--- config.mk ---
export PLATFORM = sky130hd
export DESIGN_NAME = branch_resolve
export DESIGN_NICKNAME = d
export VERILOG_FILES = /design/src/rtl/rv_pkg.sv /design/src/rtl/branch_cmp.sv /design/src/rtl/branch_resolve.sv
export SDC_FILE = /design/constraint.sdc
export NUM_CORES = 1
export LEC_CHECK = 0
export BUFFER_PORTS_ARGS = -buffer_cell sky130_fd_sc_hd__buf_2
export CORE_ASPECT_RATIO = 1.2
export CORE_MARGIN = 2
export CORE_UTILIZATION = 54
export CTS_CLUSTER_SIZE = 10
export DETAILED_ROUTE_END_ITERATION = 10
export PLACE_DENSITY_LB_ADDON = 0.2
export SLEW_MARGIN = 30
export SYNTH_ARGS = -nofsm -noshare
export SYNTH_HDL_FRONTEND = slang
export SYNTH_SLANG_ARGS = --single-unit
export TNS_END_PERCENT = 1
--- constraint.sdc ---
create_clock -name CLK -period 7.5 [get_ports CLK]
set_input_delay 1.5 -clock CLK [delete_from_list [all_inputs] [get_ports CLK]]
set_output_delay 1.5 -clock CLK [all_outputs]
set_load 0.02 [all_outputs]
--- src/rtl/rv_pkg.sv ---
// rv_pkg: shared RV32I control-flow definitions.
// Holds the opcode and funct3 constants, the branch-resolve state enum and
// the immediate decoders used by the branch resolution logic.
package rv_pkg;

    localparam logic [6:0] OPC_JAL    = 7'b1101111;
    localparam logic [6:0] OPC_JALR   = 7'b1100111;
    localparam logic [6:0] OPC_BRANCH = 7'b1100011;

    localparam logic [2:0] F3_BEQ  = 3'b000;
    localparam logic [2:0] F3_BNE  = 3'b001;
    localparam logic [2:0] F3_BLT  = 3'b100;
    localparam logic [2:0] F3_BGE  = 3'b101;
    localparam logic [2:0] F3_BLTU = 3'b110;
    localparam logic [2:0] F3_BGEU = 3'b111;

    typedef enum logic [1:0] {
        IDLE     = 2'd0,
        RESOLVE  = 2'd1,
        REDIRECT = 2'd2
    } br_state_t;

    // Sign-extended B-type immediate (byte offset, bit 0 always 0).
    function automatic logic [31:0] imm_b(input logic [31:0] i);
        return {{19{i[31]}}, i[31], i[7], i[30:25], i[11:8], 1'b0};
    endfunction

    // Sign-extended J-type immediate (byte offset, bit 0 always 0).
    function automatic logic [31:0] imm_j(input logic [31:0] i);
        return {{11{i[31]}}, i[31], i[19:12], i[20], i[30:21], 1'b0};
    endfunction

    // Sign-extended I-type immediate.
    function automatic logic [31:0] imm_i(input logic [31:0] i);
        return {{20{i[31]}}, i[31:20]};
    endfunction

endpackage

--- src/rtl/branch_cmp.sv ---
// branch_cmp: combinational conditional-branch comparator.
// Ports:
//   funct3  in  3     branch condition select
//   op_a    in  XLEN  rs1 operand
//   op_b    in  XLEN  rs2 operand
//   taken   out 1     condition true; funct3 010/011 (not branches) give 0
module branch_cmp
    import rv_pkg::*;
#(
    parameter int XLEN = 32
) (
    input  logic [2:0]      funct3,
    input  logic [XLEN-1:0] op_a,
    input  logic [XLEN-1:0] op_b,
    output logic            taken
);

    always_comb begin
        taken = 1'b0;
        case (funct3)
            F3_BEQ:  taken = (op_a == op_b);
            F3_BNE:  taken = (op_a != op_b);
            F3_BLT:  taken = ($signed(op_a) <  $signed(op_b));
            F3_BGE:  taken = ($signed(op_a) >= $signed(op_b));
            F3_BLTU: taken = (op_a <  op_b);
            F3_BGEU: taken = (op_a >= op_b);
            default: taken = 1'b0;
        endcase
    end

endmodule

--- src/rtl/branch_resolve.sv ---
// branch_resolve: resolution side of the PC redirect interface.
// Detects JAL/JALR/BRANCH in the fetched instruction, holds it for one
// RESOLVE cycle (the PC's STALL cycle) where b_taken/up_amt are presented,
// then raises flush for one REDIRECT cycle (the PC's JUMP cycle) when the
// PC will jump. Also drives the link-register write and branch counters.
// Ports:
//   CLK, RESET_N          clock, async active-low reset
//   INSTR, IP             fetched instruction and its PC
//   RS1_DATA, RS2_DATA    regfile read data for RS1_ADDR/RS2_ADDR
//   RS1_ADDR, RS2_ADDR    regfile read addresses (held instr in RESOLVE)
//   OP                    opcode to the PC (held opcode in RESOLVE)
//   b_taken, up_amt       branch decision and target offset (RESOLVE only)
//   link_we/rd/val        link write for JAL/JALR
//   flush                 squash fetched instruction (REDIRECT)
//   n_branch, n_taken     conditional-branch perf counters
//   dbg_state             current FSM state, for observation
module branch_resolve
    import rv_pkg::*;
#(
    parameter int XLEN  = 32,
    parameter int CNT_W = 32
) (
    input  logic             CLK,
    input  logic             RESET_N,
    input  logic [XLEN-1:0]  INSTR,
    input  logic [XLEN-1:0]  IP,
    input  logic [XLEN-1:0]  RS1_DATA,
    input  logic [XLEN-1:0]  RS2_DATA,
    output logic [4:0]       RS1_ADDR,
    output logic [4:0]       RS2_ADDR,
    output logic [6:0]       OP,
    output logic             b_taken,
    output logic [XLEN-1:0]  up_amt,
    output logic             link_we,
    output logic [4:0]       link_rd,
    output logic [XLEN-1:0]  link_val,
    output logic             flush,
    output logic [CNT_W-1:0] n_branch,
    output logic [CNT_W-1:0] n_taken,
    output logic [1:0]       dbg_state
);

    localparam logic [CNT_W-1:0] CNT_ONE = {{(CNT_W-1){1'b0}}, 1'b1};

    br_state_t       state_q, state_d;
    logic [XLEN-1:0] instr_q;
    logic [XLEN-1:0] ip_q;
    logic [CNT_W-1:0] n_branch_q, n_taken_q;

    logic            in_resolve;
    logic            is_ctrl;
    logic            capture;
    logic [XLEN-1:0] act_instr;
    logic [6:0]      hold_op;
    logic            cmp_taken;
    logic            br_inc;
    logic            tk_inc;
    logic [XLEN-1:0] jalr_tgt;

    assign in_resolve = (state_q == RESOLVE);
    assign is_ctrl    = (INSTR[6:0] == OPC_JAL) || (INSTR[6:0] == OPC_JALR) ||
                        (INSTR[6:0] == OPC_BRANCH);
    assign capture    = (state_q == IDLE) && is_ctrl;

    // During RESOLVE the regfile must be addressed by the held instruction,
    // since fetch has already moved on.
    assign act_instr = in_resolve ? instr_q : INSTR;
    assign RS1_ADDR  = act_instr[19:15];
    assign RS2_ADDR  = act_instr[24:20];
    assign OP        = act_instr[6:0];
    assign hold_op   = instr_q[6:0];

    // Bit 0 of a JALR target is cleared before the offset is formed.
    assign jalr_tgt = (RS1_DATA + imm_i(instr_q)) & ~32'd1;

    branch_cmp #(.XLEN(XLEN)) u_cmp (
        .funct3 (instr_q[14:12]),
        .op_a   (RS1_DATA),
        .op_b   (RS2_DATA),
        .taken  (cmp_taken)
    );

    always_ff @(posedge CLK or negedge RESET_N) begin
        if (!RESET_N) begin
            state_q    <= IDLE;
            instr_q    <= '0;
            ip_q       <= '0;
            n_branch_q <= '0;
            n_taken_q  <= '0;
        end else begin
            state_q <= state_d;
            if (capture) begin
                instr_q <= INSTR;
                ip_q    <= IP;
            end
            if (br_inc) n_branch_q <= n_branch_q + CNT_ONE;
            if (tk_inc) n_taken_q  <= n_taken_q + CNT_ONE;
        end
    end

    always_comb begin
        state_d  = state_q;
        b_taken  = 1'b0;
        up_amt   = '0;
        link_we  = 1'b0;
        link_rd  = '0;
        link_val = '0;
        flush    = 1'b0;
        br_inc   = 1'b0;
        tk_inc   = 1'b0;
        case (state_q)
            IDLE: begin
                if (is_ctrl) state_d = RESOLVE;
            end
            RESOLVE: begin
                state_d = IDLE;
                case (hold_op)
                    OPC_BRANCH: begin
                        b_taken = cmp_taken;
                        up_amt  = imm_b(instr_q);
                        br_inc  = 1'b1;
                        tk_inc  = cmp_taken;
                        if (cmp_taken) state_d = REDIRECT;
                    end
                    OPC_JAL, OPC_JALR: begin
                        up_amt   = (hold_op == OPC_JAL) ? imm_j(instr_q) : (jalr_tgt - ip_q);
                        link_we  = (instr_q[11:7] != 5'd0);
                        link_rd  = instr_q[11:7];
                        link_val = ip_q + 32'd4;
                        state_d  = REDIRECT;
                    end
                    default: state_d = IDLE;
                endcase
            end
            REDIRECT: begin
                flush   = 1'b1;
                state_d = IDLE;
            end
            default: state_d = IDLE;
        endcase
    end

    assign n_branch  = n_branch_q;
    assign n_taken   = n_taken_q;
    assign dbg_state = state_q;

endmodule

==> key figures <==
Power
  – Pwr per Cell Area: between 200 and 300 nW/um2
  – P_leak: between 7 and 8 nW
  – Part of the power in the clock network: 0.219
  – Logic pwr share: 0.550
  – Psw: between 1.5 and 2 mW
  – Switching Fraction: 0.422
  – Overall power: 3.79 mW
  – Internal power: around 2.2 mW
  – Share of power burned in registers: 0.231
  – Worst VDD drop: ~0.00020 V

STA
  – Fin Setup TNS: 0 ns
  – Setup ws final: 0.0261 ns
  – Pins Over Slew Limit: 0
  – # setup viols final: 0
  – RSZ-0062 raised after global routing: yes
  – Max Fclk: around 130 MHz
  – Relative slew slack: 0.313
  – Post-layout min period: 7.47 ns
  – Fin crit share: 0.997
  – Endpoints failing hold: 0
  – Least-Margin Pin Slew: slightly above 1 ns
  – Clock Skews: 0.00885 ns

Route
  – Vias/cell: ~5.6
  – Average routed wire per standard cell: ~17 um
  – DRT Pass-1 Iters: 4
  – Routed Antenna Nets: 0
  – DRT Wirelength: between 30000 and 40000 um
  – Routed length on met1: about 13000 um
  – Max Used Layer: met4
  – Initial detailed-routing violation count: 446
  – Met2 Routed Length: approximately 15000 um
  – DRC errors left: 0
  – Metal3 WL: around 2000 um
  – Vias: roughly 10k

Status
  – Status: finished clean

Finish
  – Final instance count without filler cells: around 1.9k
  – Synth-to-layout area growth: 26.0%
  – NumNets Final: approximately 1.8k
  – Final Cell Area: about 13000 um2
  – Share of cells above drive strength 1: 0.277

Die
  – Num ports: about 290
  – Die area: around 21000 um2
  – Die width: 132 um
  – DIE HEIGHT: around 160 um
  – Row cnt: between 50 and 60
  – Starting Density: 0.545
  – Core area: 19300 um2

Setup path
  – Critical Path RT: 6.00 ns
  – R2R setup slack: 4.17 ns
  – Critical Path End Type: primary output
  – Data arrival, critical path: 5.97 ns
  – Worst R2R End: n_taken[16]
  – Start of the worst register-to-register path: dbg_state[1]
  – Setup CP Type: input port to primary output
  – Critical Path Start Type: input port
  – Worst Path Max Fanout: 3
  – FF-to-FF path depth: 9

GRT
  – Initial antenna violation count: 2
  – Grt ovf: 0
  – First-pass GRT wire length: between 40000 and 50000 um
  – Largest net degree at the start of global routing: 100
  – GRT Resource Usage Total: 0.297
  – Vias in the first global route: 10.2k

Clocking
  – Clk buf depth: 2
  – CTS sink count: 130
  – Clk_lat worst skew: roughly 0.42 ns
  – CTS Buf Count: 17
  – Max H-tree Level: 4
  – CTS tree: built
  – Clock transition at path regs: around 0.060 ns
  – Clock Tree Root: clkbuf_16

Synth
  – Warnings from Yosys: 0
  – Synth top area share: 0.308
  – Commonest cells in the netlist: nand2_1 (156), dfrtp_1 (130), ha_1 (95)
  – Post-synthesis cell type count: 64
  – Most numerous cell in the Yosys netlist: nand2_1
  – Register area share after synthesis: 0.308
  – Post-synth EDFFs: 0
  – Yosys top cell by area: dfrtp_1
  – Mean Syn Cell Area: 8.36 um2
  – Async SR Flop Fraction: 1.00
  – Most used DFF post-synth: dfrtp_1
  – Syn Inst Count: 1262
  – Yosys reg bits: 130
  – Post-synth net total: approximately 1.5k
  – Dominant cells by area after synthesis: dfrtp_1 (31%), ha_1 (11%), xnor2_1 (7.2%)
  – Mapped cell area: 10500 um2

Worst hold path
  – Hold Path Origin: n_taken[31]
  – Tightest Hold Check Type: register to register
  – Hold path depth: 1
  – Hold Crit Endpoint: n_taken[31]

Placement
  – Placed cells: about 1.8k
  – HPWL Detailed: ~23000 um
  – RD Place Congestion: ~0.9
  – Pre-CTS setup slack: -0.278 ns
  – I/O Buffers: 284
  – Placed Area: roughly 12000 um2

Job
  – Max cap viols: 0
==> worst max-delay path by stage <==
stage / to / cells after the start / start
after floorplan: up_amt[30] / 20 / RS1_DATA[3]
after global placement: up_amt[30] / 24 / RS1_DATA[1]
after detailed placement: up_amt[30] / 24 / RS1_DATA[1]
after CTS: up_amt[30] / 24 / RS1_DATA[1]
after global routing: up_amt[30] / 24 / RS1_DATA[1]
final: up_amt[30] / 24 / RS1_DATA[1]
==> critical path: stages <==
cell	delay (ns)
buf_4	0.13
buf_6	0.11
ha_4	0.25
nand3_2	0.07
a2111o_1	0.43
o211ai_1	0.29
nor3_2	0.10
o311ai_2	0.28
buf_4	0.17
inv_1	0.04
o21ai_2	0.14
xor2_1	0.16
ha_1	0.26
a21o_1	0.19
a21o_1	0.18
a21o_1	0.19
a21oi_2	0.16
a2bb2oi_2	0.16
o31ai_2	0.10
or4_1	0.42
a31oi_2	0.19
xor2_1	0.16
a21oi_1	0.10
buf_4	0.22
==> per-stage QoR <==
stage               hold WS, ns  utilization
finish                    0.466        0.687
global route              0.477        0.687
CTS                       0.469        0.683
detailed placement        0.452        0.645
global placement          0.452        0.645
floorplan                 0.463            -
==> sequential cells by signal, indices dropped and copies added (netlist names) <==
name and flops:
n_taken 32, dbg_state 2, n_branch 32, instr_q 32, ip_q 32
==> logic make-up (layout without fill, tap and decap cells) <==
family / Yosys count / after routing / share of synthesized area
buffers and inverters: 126 / 454 / 0.0457
adder cells (fa/ha/maj): 97 / 97 / 0.117
AND/OR/NAND/NOR: 449 / 449 / 0.209
flip-flops: 130 / 130 / 0.308
AO/OA/AOI/OAI: 285 / 285 / 0.168
XOR/XNOR: 142 / 142 / 0.118
multiplexers: 33 / 33 / 0.0346
other: 0 / 2 / 0
==> final cells by class <==
type                    count  area [um2]
clock inverters            15         161
inverters                  89         334
multi-input cells        1006        6950
flip-flops and latches    130        3250
clock buffers              17         425
fillers                  1642        6050
repair buffers            333        1830
diodes                      2        5.00
well taps                 261         327
==> power by group through the flow <==
stage | clock network [mW] | logic [mW] | registers (mW)
2_1_floorplan | 0 | 1.43 | 0.861
3_3_place_gp | 0 | 1.92 | 0.882
3_5_place_dp | 0 | 1.93 | 0.885
4_1_cts | 0.843 | 2.03 | 0.873
5_1_grt | 0.864 | 2.32 | 0.888
6_report | 0.828 | 2.08 | 0.875
==> what timing repair did <==
item / CTS / global route
setup buffers: 6 / 2
pin swaps: 17 / 22
hold buffers: 0 / 0
gates resized for setup: 23 / 20
gates cloned: 0 / 0
setup endpoints to repair: 4 / 14
==> routing by layer <==
layer / GRT usage / vias up
li1: - / 5058
met1: 0.356 / 4849
met2: 0.522 / 329
met3: 0.0654 / 52
met4: 0.113 / 0
met5: 0 / -
==> placed cells by master, fill, tap and decap left out, types with 6 or more instances in the layout <==
cell type and n:
buf_2 276, nand2_1 156, dfrtp_1 130, ha_1 94, inv_1 88, nor2_1 88
xnor2_1 87, a21oi_1 80, o21ai_0 68, xor2_1 55, a21o_1 54, buf_4 51
nand3_1 38, nor3_1 34, mux2_2 28, nand4_1 27, and3_1 22, clkbuf_16 17
nand2b_1 15, nor2b_1 11, a22o_1 9, nor4_1 8, o21bai_1 8, o21a_1 7
or3_1 7, nor3b_1 7, a21oi_2 6, buf_6 6
No activity file was read; power rests on OpenSTA's default activity.
